[src/rtl/snn_pkg.sv]
// Shared types and helpers for the spike MAC accumulator: FSM states,
// partial-sum width derivation and width-parametrised saturation limits.
package snn_pkg;

   typedef enum logic [1:0] {
      ST_ACCUM = 2'd0,
      ST_FLUSH = 2'd1,
      ST_HOLD  = 2'd2
   } state_e;

   // Width that holds the sum of n_taps signed weights without overflow.
   function automatic int psum_width(input int n_taps, input int w_width);
      return w_width + $clog2(n_taps);
   endfunction

   function automatic logic signed [63:0] sat_max(input int width);
      return (64'sd1 <<< (width - 1)) - 64'sd1;
   endfunction

   function automatic logic signed [63:0] sat_min(input int width);
      return -(64'sd1 <<< (width - 1));
   endfunction

endpackage

[src/rtl/snn_tap_sum.sv]
// Combinational gated adder: sums the sign-extended weights of the taps
// whose spike bit is set, at a width that cannot overflow.
module snn_tap_sum
   import snn_pkg::*;
#(
   parameter int N_TAPS     = 5,
   parameter int W_WIDTH    = 8,
   parameter int PSUM_WIDTH = psum_width(N_TAPS, W_WIDTH)
) (
   input  logic [N_TAPS-1:0]          spikes,
   input  logic [N_TAPS*W_WIDTH-1:0]  weights,
   output logic signed [PSUM_WIDTH-1:0] psum
);

   always_comb begin
      psum = '0;
      for (int i = 0; i < N_TAPS; i++) begin
         if (spikes[i]) begin
            psum = psum + PSUM_WIDTH'(signed'(weights[i*W_WIDTH +: W_WIDTH]));
         end
      end
   end

endmodule

[src/rtl/snn_mac_accum.sv]
// Frame accumulator: registers each beat's tap sum, accumulates it with
// saturation over FRAME_LEN beats and hands the frame sum out via valid/ready.
module snn_mac_accum
   import snn_pkg::*;
#(
   parameter int N_TAPS    = 5,
   parameter int W_WIDTH   = 8,
   parameter int ACC_WIDTH = 16,
   parameter int FRAME_LEN = 4
) (
   input  logic                        clk,
   input  logic                        rst,
   input  logic                        clr,
   input  logic                        in_valid,
   output logic                        in_ready,
   input  logic [N_TAPS-1:0]           spikes,
   input  logic [N_TAPS*W_WIDTH-1:0]   weights,
   output logic                        out_valid,
   input  logic                        out_ready,
   output logic signed [ACC_WIDTH-1:0] out_sum,
   output logic                        out_sat
);

   localparam int PSUM_W = psum_width(N_TAPS, W_WIDTH);
   localparam int SUM_W  = ACC_WIDTH + 1;
   localparam int CNT_W  = (FRAME_LEN > 1) ? $clog2(FRAME_LEN) : 1;
   localparam logic signed [SUM_W-1:0] SAT_HI = SUM_W'(sat_max(ACC_WIDTH));
   localparam logic signed [SUM_W-1:0] SAT_LO = SUM_W'(sat_min(ACC_WIDTH));
   localparam logic [CNT_W-1:0] LAST_BEAT = CNT_W'(FRAME_LEN - 1);

   state_e                      state_q, state_d;
   logic [CNT_W-1:0]            beat_cnt_q, beat_cnt_d;
   logic signed [PSUM_W-1:0]    psum_q, psum_d;
   logic                        psum_v_q, psum_v_d;
   logic signed [ACC_WIDTH-1:0] acc_q, acc_d;
   logic                        sat_flag_q, sat_flag_d;
   logic signed [ACC_WIDTH-1:0] out_sum_q, out_sum_d;
   logic                        out_sat_q, out_sat_d;
   logic                        out_valid_q, out_valid_d;

   logic signed [PSUM_W-1:0]    beat_sum;
   logic signed [SUM_W-1:0]     sum_raw;
   logic                        clamp_hi, clamp_lo;
   logic signed [ACC_WIDTH-1:0] sat_val;
   logic                        accept;

   snn_tap_sum #(
      .N_TAPS     (N_TAPS),
      .W_WIDTH    (W_WIDTH),
      .PSUM_WIDTH (PSUM_W)
   ) u_tap_sum (
      .spikes  (spikes),
      .weights (weights),
      .psum    (beat_sum)
   );

   // One extra bit of headroom makes the clamp test exact.
   assign sum_raw  = SUM_W'(acc_q) + SUM_W'(psum_q);
   assign clamp_hi = sum_raw > SAT_HI;
   assign clamp_lo = sum_raw < SAT_LO;
   assign sat_val  = clamp_hi ? SAT_HI[ACC_WIDTH-1:0] :
                     clamp_lo ? SAT_LO[ACC_WIDTH-1:0] : sum_raw[ACC_WIDTH-1:0];

   assign in_ready  = (state_q == ST_ACCUM);
   assign accept    = in_valid && in_ready;
   assign out_valid = out_valid_q;
   assign out_sum   = out_sum_q;
   assign out_sat   = out_sat_q;

   always_comb begin
      state_d     = state_q;
      beat_cnt_d  = beat_cnt_q;
      psum_d      = psum_q;
      psum_v_d    = 1'b0;
      acc_d       = acc_q;
      sat_flag_d  = sat_flag_q;
      out_sum_d   = out_sum_q;
      out_sat_d   = out_sat_q;
      out_valid_d = out_valid_q;

      if (psum_v_q) begin
         acc_d = sat_val;
         if (clamp_hi || clamp_lo) sat_flag_d = 1'b1;
      end

      unique case (state_q)
         ST_ACCUM: begin
            if (accept) begin
               psum_d   = beat_sum;
               psum_v_d = 1'b1;
               if (beat_cnt_q == LAST_BEAT) begin
                  beat_cnt_d = '0;
                  state_d    = ST_FLUSH;
               end else begin
                  beat_cnt_d = beat_cnt_q + 1'b1;
               end
            end
         end
         ST_FLUSH: begin
            out_sum_d = sat_val;
            out_sat_d = sat_flag_q | clamp_hi | clamp_lo;
            state_d   = ST_HOLD;
         end
         ST_HOLD: begin
            // out_valid rises one cycle into HOLD and drops on the handshake.
            if (!out_valid_q) begin
               out_valid_d = 1'b1;
            end else if (out_ready) begin
               out_valid_d = 1'b0;
               state_d     = ST_ACCUM;
               acc_d       = '0;
               sat_flag_d  = 1'b0;
               beat_cnt_d  = '0;
            end
         end
         default: state_d = ST_ACCUM;
      endcase

      if (clr) begin
         state_d     = ST_ACCUM;
         acc_d       = '0;
         beat_cnt_d  = '0;
         sat_flag_d  = 1'b0;
         psum_v_d    = 1'b0;
         out_valid_d = 1'b0;
      end
   end

   always_ff @(posedge clk or posedge rst) begin
      if (rst) begin
         state_q     <= ST_ACCUM;
         beat_cnt_q  <= '0;
         psum_q      <= '0;
         psum_v_q    <= 1'b0;
         acc_q       <= '0;
         sat_flag_q  <= 1'b0;
         out_sum_q   <= '0;
         out_sat_q   <= 1'b0;
         out_valid_q <= 1'b0;
      end else begin
         state_q     <= state_d;
         beat_cnt_q  <= beat_cnt_d;
         psum_q      <= psum_d;
         psum_v_q    <= psum_v_d;
         acc_q       <= acc_d;
         sat_flag_q  <= sat_flag_d;
         out_sum_q   <= out_sum_d;
         out_sat_q   <= out_sat_d;
         out_valid_q <= out_valid_d;
      end
   end

endmodule

[config.mk]
export PLATFORM = sky130hd
export DESIGN_NAME = snn_mac_accum
export DESIGN_NICKNAME = d
export VERILOG_FILES = /design/src/rtl/snn_pkg.sv /design/src/rtl/snn_tap_sum.sv /design/src/rtl/snn_mac_accum.sv
export SDC_FILE = /design/constraint.sdc
export NUM_CORES = 1
export LEC_CHECK = 0
export CAP_MARGIN = 20
export CORE_MARGIN = 2
export CORE_UTILIZATION = 35
export DETAILED_ROUTE_END_ITERATION = 7
export HOLD_SLACK_MARGIN = 0.08
export PLACE_DENSITY_LB_ADDON = 0.08
export SYNTH_ARGS = -nofsm -noshare
export SYNTH_HDL_FRONTEND = slang
export SYNTH_HIERARCHICAL = 1
export SYNTH_SLANG_ARGS = --single-unit
[constraint.sdc]
create_clock -name clk -period 2.45 [get_ports clk]
set_input_delay 0.3675 -clock clk [delete_from_list [all_inputs] [get_ports clk]]
set_output_delay 0.3675 -clock clk [all_outputs]
set_load 0.005 [all_outputs]
# Yosys cells after proc, flatten, opt, wreduce, memory -nomap -nowiden

Index checks and enable logic that the tools add are counted.

Add/subtract/negate cells: 6
Bitwise operators: 2
Order comparisons: 2
Mux-type cells: 35
Reductions and logical operators: 8
Equality and inequality tests: 7

Operator list:

| operator                                                         | number |
|---|---|
| 2-to-1 mux 16 bit                                                | 7 |
| 2-to-1 mux 11 bit                                                | 5 |
| adder 11 x 8 -> 11 bit                                           | 4 |
| adder 16 x 11 -> 17 bit                                          | 1 |
| greater-than comparator 17 x 16 -> 1 bit (second input constant) | 1 |
| less-than comparator 17 x 16 -> 1 bit (second input constant)    | 1 |
| 2-to-1 mux 2 bit                                                 | 8 |
| 2-to-1 mux 1 bit                                                 | 13 |
| AND reduction 4 bit                                              | 2 |
| inequality test 3 x 2 -> 1 bit (second input constant)           | 2 |
| inequality test 3 bit (second input constant)                    | 2 |
| one-hot mux 2 bit (3 select lines)                               | 1 |
| == test 2 bit (second input constant)                            | 2 |
| one-hot mux 2 bit (2 select lines)                               | 1 |
| nonzero test 3 bit                                               | 1 |
| adder 2 x 1 -> 2 bit (second input constant)                     | 1 |
| == test 2 x 1 -> 1 bit (second input constant)                   | 1 |
| zero test 2 bit                                                  | 1 |
| OR 1 bit                                                         | 2 |
| AND reduction 2 bit                                              | 1 |
| nonzero test 2 bit                                               | 1 |
| logical AND 1 bit                                                | 1 |
| logical OR 1 bit                                                 | 1 |

Word-level logic and storage cells: 69
Bits in registers: 51
Input port bits: 50
Output and inout port bits: 19

# Longest topological paths before layout

Depth after elaboration: 9
Gate-level depth with buffers: 32

# Cells and area by module

Netlist, hierarchy kept.

By module, submodules not included:

| module        | times used | area each (sq um) | cells an instance |
|---|---|---|---|
| snn_mac_accum | 1          | 2803.9            | 315 |
| snn_tap_sum   | 1          | 2203.4            | 294 |

# Worst setup path after synthesis

Ideal clock, no wire load.

Kind: input to register
Start point: input spikes[0]
End point: register psum_q[10]
Arrival time: 5.874 ns
Setup time: 0.117 ns
Required time: 2.333 ns
Cell stages on the path: 30
Path buffers: 1
Path slack: -3.541 ns
Cell sequence: buf_2 > and2_1 > ha_1 > ha_1 > a21oi_1 > or4_1 > a21oi_2 > a221o_2 > xnor2_1 > mux2i_1 > ha_1 > a21oi_1 > o21a_1 > o31ai_1 > xor2_1 > and2_1 > a221o_1 > ha_1 > or3_1 > a221o_1 > nand2_1 > xnor2_1 > mux2_2 > ha_1 > nand3_1 > and3_1 > o21ai_0 > xnor3_1 > nand2_1 > nand2_1

Word-level cells in the longest chain between the ends: 9

Ends and longest elaborated chain:

| what                   | RTL line             | RTL |
|---|---|---|
| start, declared        | snn_mac_accum.sv:16  | `input logic [N_TAPS-1:0] spikes,` |
| 2-to-1 mux 11 bit (*)  | snn_tap_sum.sv:18    | `if (spikes[i]) begin` |
| adder 11 x 8 -> 11 bit | snn_tap_sum.sv:19    | `psum = psum + PSUM_WIDTH'(signed'(weights[i*W_WIDTH +: W_WIDTH]));` |
| 2-to-1 mux 11 bit (*)  | snn_tap_sum.sv:18    |  |
| adder 11 x 8 -> 11 bit | snn_tap_sum.sv:19    |  |
| 2-to-1 mux 11 bit (*)  | snn_tap_sum.sv:18    |  |
| adder 11 x 8 -> 11 bit | snn_tap_sum.sv:19    |  |
| 2-to-1 mux 11 bit (*)  | snn_tap_sum.sv:18    |  |
| adder 11 x 8 -> 11 bit | snn_tap_sum.sv:19    |  |
| 2-to-1 mux 11 bit (*)  | snn_tap_sum.sv:18    |  |
| via beat_sum[10]       | snn_mac_accum.sv:41  | `logic signed [PSUM_W-1:0] beat_sum;` |
| end signal, assigned   | snn_mac_accum.sv:143 | `psum_q <= psum_d;` |
| end, declared          | snn_mac_accum.sv:33  | `logic signed [PSUM_W-1:0] psum_q, psum_d;` |

Mark *: on every way through the listed nets, which the timed path passes. The rest lies on a longest branch.
A chain may end at the register's enable or synchronous reset.

# Final worst setup path

Start point: input weights[4]
End point: register psum_q[10]

Word-level cells in the longest chain between the ends: 9

Ends and longest elaborated chain:

| what                   | RTL line            | RTL |
|---|---|---|
| start, declared        | snn_mac_accum.sv:17 | `input logic [N_TAPS*W_WIDTH-1:0] weights,` |
| 2-to-1 mux 11 bit (*)  | snn_tap_sum.sv:18   |  |
| adder 11 x 8 -> 11 bit | snn_tap_sum.sv:19   |  |
| 2-to-1 mux 11 bit (*)  | snn_tap_sum.sv:18   |  |
| adder 11 x 8 -> 11 bit | snn_tap_sum.sv:19   |  |
| 2-to-1 mux 11 bit (*)  | snn_tap_sum.sv:18   |  |
| adder 11 x 8 -> 11 bit | snn_tap_sum.sv:19   |  |
| 2-to-1 mux 11 bit (*)  | snn_tap_sum.sv:18   |  |
| adder 11 x 8 -> 11 bit | snn_tap_sum.sv:19   |  |
| 2-to-1 mux 11 bit (*)  | snn_tap_sum.sv:18   |  |
| via beat_sum[10]       | snn_mac_accum.sv:41 |  |

Marks and branches as above.

==> impl_metrics.tcl <==
set metrics [dict create \
    critPathArrivalTime_ns 5.71 \
    syn2layout_area_growth_pct 63.07 \
    reg2reg_depth 12 \
    violations "negative setup slack" \
    min_period_ns 5.524 \
    cts.sinks 51 \
    critPathMaxFanout 4 \
    leakage_nw 3.817 \
    fp.dieW_um 123.6 \
    status "complete, but fails checks" \
    clockRootBuffer "clkbuf_16" \
    drtIter0Drc 207 \
    synthCells 609 \
    ys_ff_latch 51 \
    slew_viol_final 0 \
    maxSlewHeadroom 0.3288 \
    dr_total_vias 5226 \
    finalSetupTns_ns -27.23 \
    layout_setup_ws_ns -3.074 \
    row_count 43 \
    synth.area.top_cells "dfrtp_1 25%, ha_1 13%, nand2_1 7.0%" \
    layout_common_cells "171 x buf_4, 88 x nand2_1, 61 x clkdlybuf4s50_1, 51 x dfrtp_1, 36 x ha_1" \
    grt_usage 0.1981 \
    drt-pass1-iter-count 5 \
    yosysWarnings 6 \
    synth.distinct_cells 63 \
    gp_congestion 0.8964 \
    die_h_um 123.6 \
    start_util 0.3593 \
    crit_path_end_kind "register" \
    htree_levels 2 \
    worst_pin_slew_ns 1.004 \
    reg2reg_slack_ns -0.19 \
    crit_type "input port to register" \
    cap_viol_max_count 0 \
    wl_per_cell_um 14.80 \
    final_antenna_net_count 0 \
    power_density_nw_per_um2 927.9 \
    synth_simple_gate_area_share 0.1622 \
    fmax_ghz 0.1810 \
    portBuffers 68 \
    vias_per_cell 5.094 \
    yosys.area_share.xor_xnor 0.08646 \
    n_antenna_cell 0 \
    cts_buffer_depth 2 \
    synthesis.nets 716 \
    finalCritPeriodShare 2.255 \
    syn_area_um2 5007 \
    synth_top_family_by_area "compound AO/OA/AOI/OAI gates" \
    postSynthAreaPerCell_um2 8.222 \
    skew_ns 0.007244 \
    drc 0 \
    grt_remaining_overflow 0 \
    worstReg2RegEnd "out_sum[9]" \
    clk_latency_ns 0.30 \
    grt_max_degree 33 \
    ir_drop_v 0.0006034 \
    grt_setup_unrepaired "yes" \
    layout-drive-gt1-share 0.4031 \
    synth_mux_area_frac 0.04373 \
    ios 69 \
    path_clk_slew_ns 0.07 \
    final_nets 952 \
    synth_edf_count 0 \
    r2r_start "psum_q[10]" \
    grt_pass1_wl_um 24410 \
    cts-buffers-inserted 5 \
    dieArea_um2 15280 \
    async_reset_ff_frac 1.000 \
    core_area_um2 13930 \
    post-dp-hpwl_um 11750 \
    seq_area_frac_synth 0.2549 \
    synthFlopType "dfrtp_1" \
    synth_top_area_frac 0.2549 \
    setup_violations 41 \
    fin_util 0.5860 \
    wirelength_um 15190 \
    synth_top_area_cell "dfrtp_1" \
    hp-class "input port to async pin" \
    hold_viol 0 \
    final_common_cell "buf_4" \
    cts_tree "built" \
    crit_required_ns 2.63 \
    synth_fa_ha_area_frac 0.1484 \
    antenna_found_initial 0 \
    synth_compound_area_frac 0.2679 \
    first_global_vias 5280 \
    startpoint_type "input port" \
    fin_hold_ws_ns 0.3955 \
]
==> through the flow <==
step	cell area, um^2	worst slack, ns	instances	power (W)
finish	8165	-3.074	1026	0.007576
detailed placement	7221	-3.834	989	0.005597
global route	8165	-3.294	1026	0.008158
CTS	7735	-2.956	1012	0.006932
global placement	7221	-3.693	989	0.005522
floorplan	5231	-3.075	609	0.003757
==> registers in the layout (all words and copies together) (netlist names) <==
signal / count
beat_cnt_q: 2
sat_flag_q: 1
psum_q: 11
state_q: 2
out_sum: 16
out_valid: 1
acc_q: 16
out_sat: 1
psum_v_q: 1
==> how the worst max path moves through the flow <==
| stage | from | to |
|---|---|---|
| CTS | spikes[0] | psum_q[10] |
| detailed placement | spikes[0] | psum_q[10] |
| global route | weights[4] | psum_q[9] |
| floorplan | spikes[0] | psum_q[10] |
| global placement | spikes[0] | psum_q[10] |
| finish | weights[4] | psum_q[10] |
==> critical path, stage by stage <==
cell and delay [ns]:
clkdlybuf4s50_1 0.46, and2_4 0.16, ha_4 0.20, and2_4 0.15, a221o_2 0.39, xnor2_2 0.19, mux2i_1 0.10, ha_1 0.38
a21oi_2 0.18, o21a_1 0.19, o31ai_4 0.10, xor2_1 0.16, and2_1 0.14, a221o_1 0.29, ha_2 0.19, or3_1 0.34
a221o_1 0.29, nand2_2 0.10, xnor2_2 0.07, mux2_4 0.28, ha_4 0.29, nand3_2 0.08, and3_4 0.15, o21ai_2 0.11
xnor3_1 0.22, nand2_1 0.07, nand2_1 0.05
==> kinds of logic (layout without fill, tap and decap cells) <==
family,after synthesis,in the layout
AOI/OAI and AO/OA,207,207
and+or+nand+nor,181,181
adders and majority gates,57,57
DFF,51,51
xor gates and xnor gates,47,47
buffers and inverters,46,283
muxes,20,20
==> what timing repair did <==
| action | in CTS | in global routing |
|---|---|---|
| setup buffers | 14 | 14 |
| pin swaps | 43 | 29 |
| endpoints found under the setup margin | 45 | 45 |
| gates resized for setup | 95 | 72 |
| hold buffers | 0 | 0 |
| cloned | 1 | 0 |
==> power breakdown <==
group	switching, W	internal [W]
registers	0.000164	0.00110
clock network	0.000328	0.000486
logic	0.00255	0.00295
total	0.00304	0.00454
==> cells in the mapped netlist (14+ instances only) <==
cell type / number
nand2_1: 93
a21oi_1: 57
ha_1: 53
o21ai_0: 53
dfrtp_1: 51
nor2_1: 37
xnor2_1: 31
inv_1: 26
clkbuf_1: 15
mux2_2: 15
a21o_1: 14
xor2_1: 14
==> per-layer routing <==
metal / vias up / global-route usage / wire [um]
li1: 2670 / - / -
met5: - / 0 / 0
met3: 20 / 0.01877 / 407
met2: 74 / 0.3602 / 7771
met4: 0 / 0.06392 / 316
met1: 2462 / 0.2450 / 6691
==> final cells by class <==
class | instances | area, um^2
clock inverter | 3 | 46.29
multi-input combinational | 512 | 4279
timing repair buffer | 249 | 2116
tap | 180 | 225.2
sequential | 51 | 1276
fill | 1200 | 5769
inverter | 26 | 97.59
clock buffer | 5 | 125.1
(Power assumes the default switching activity.)
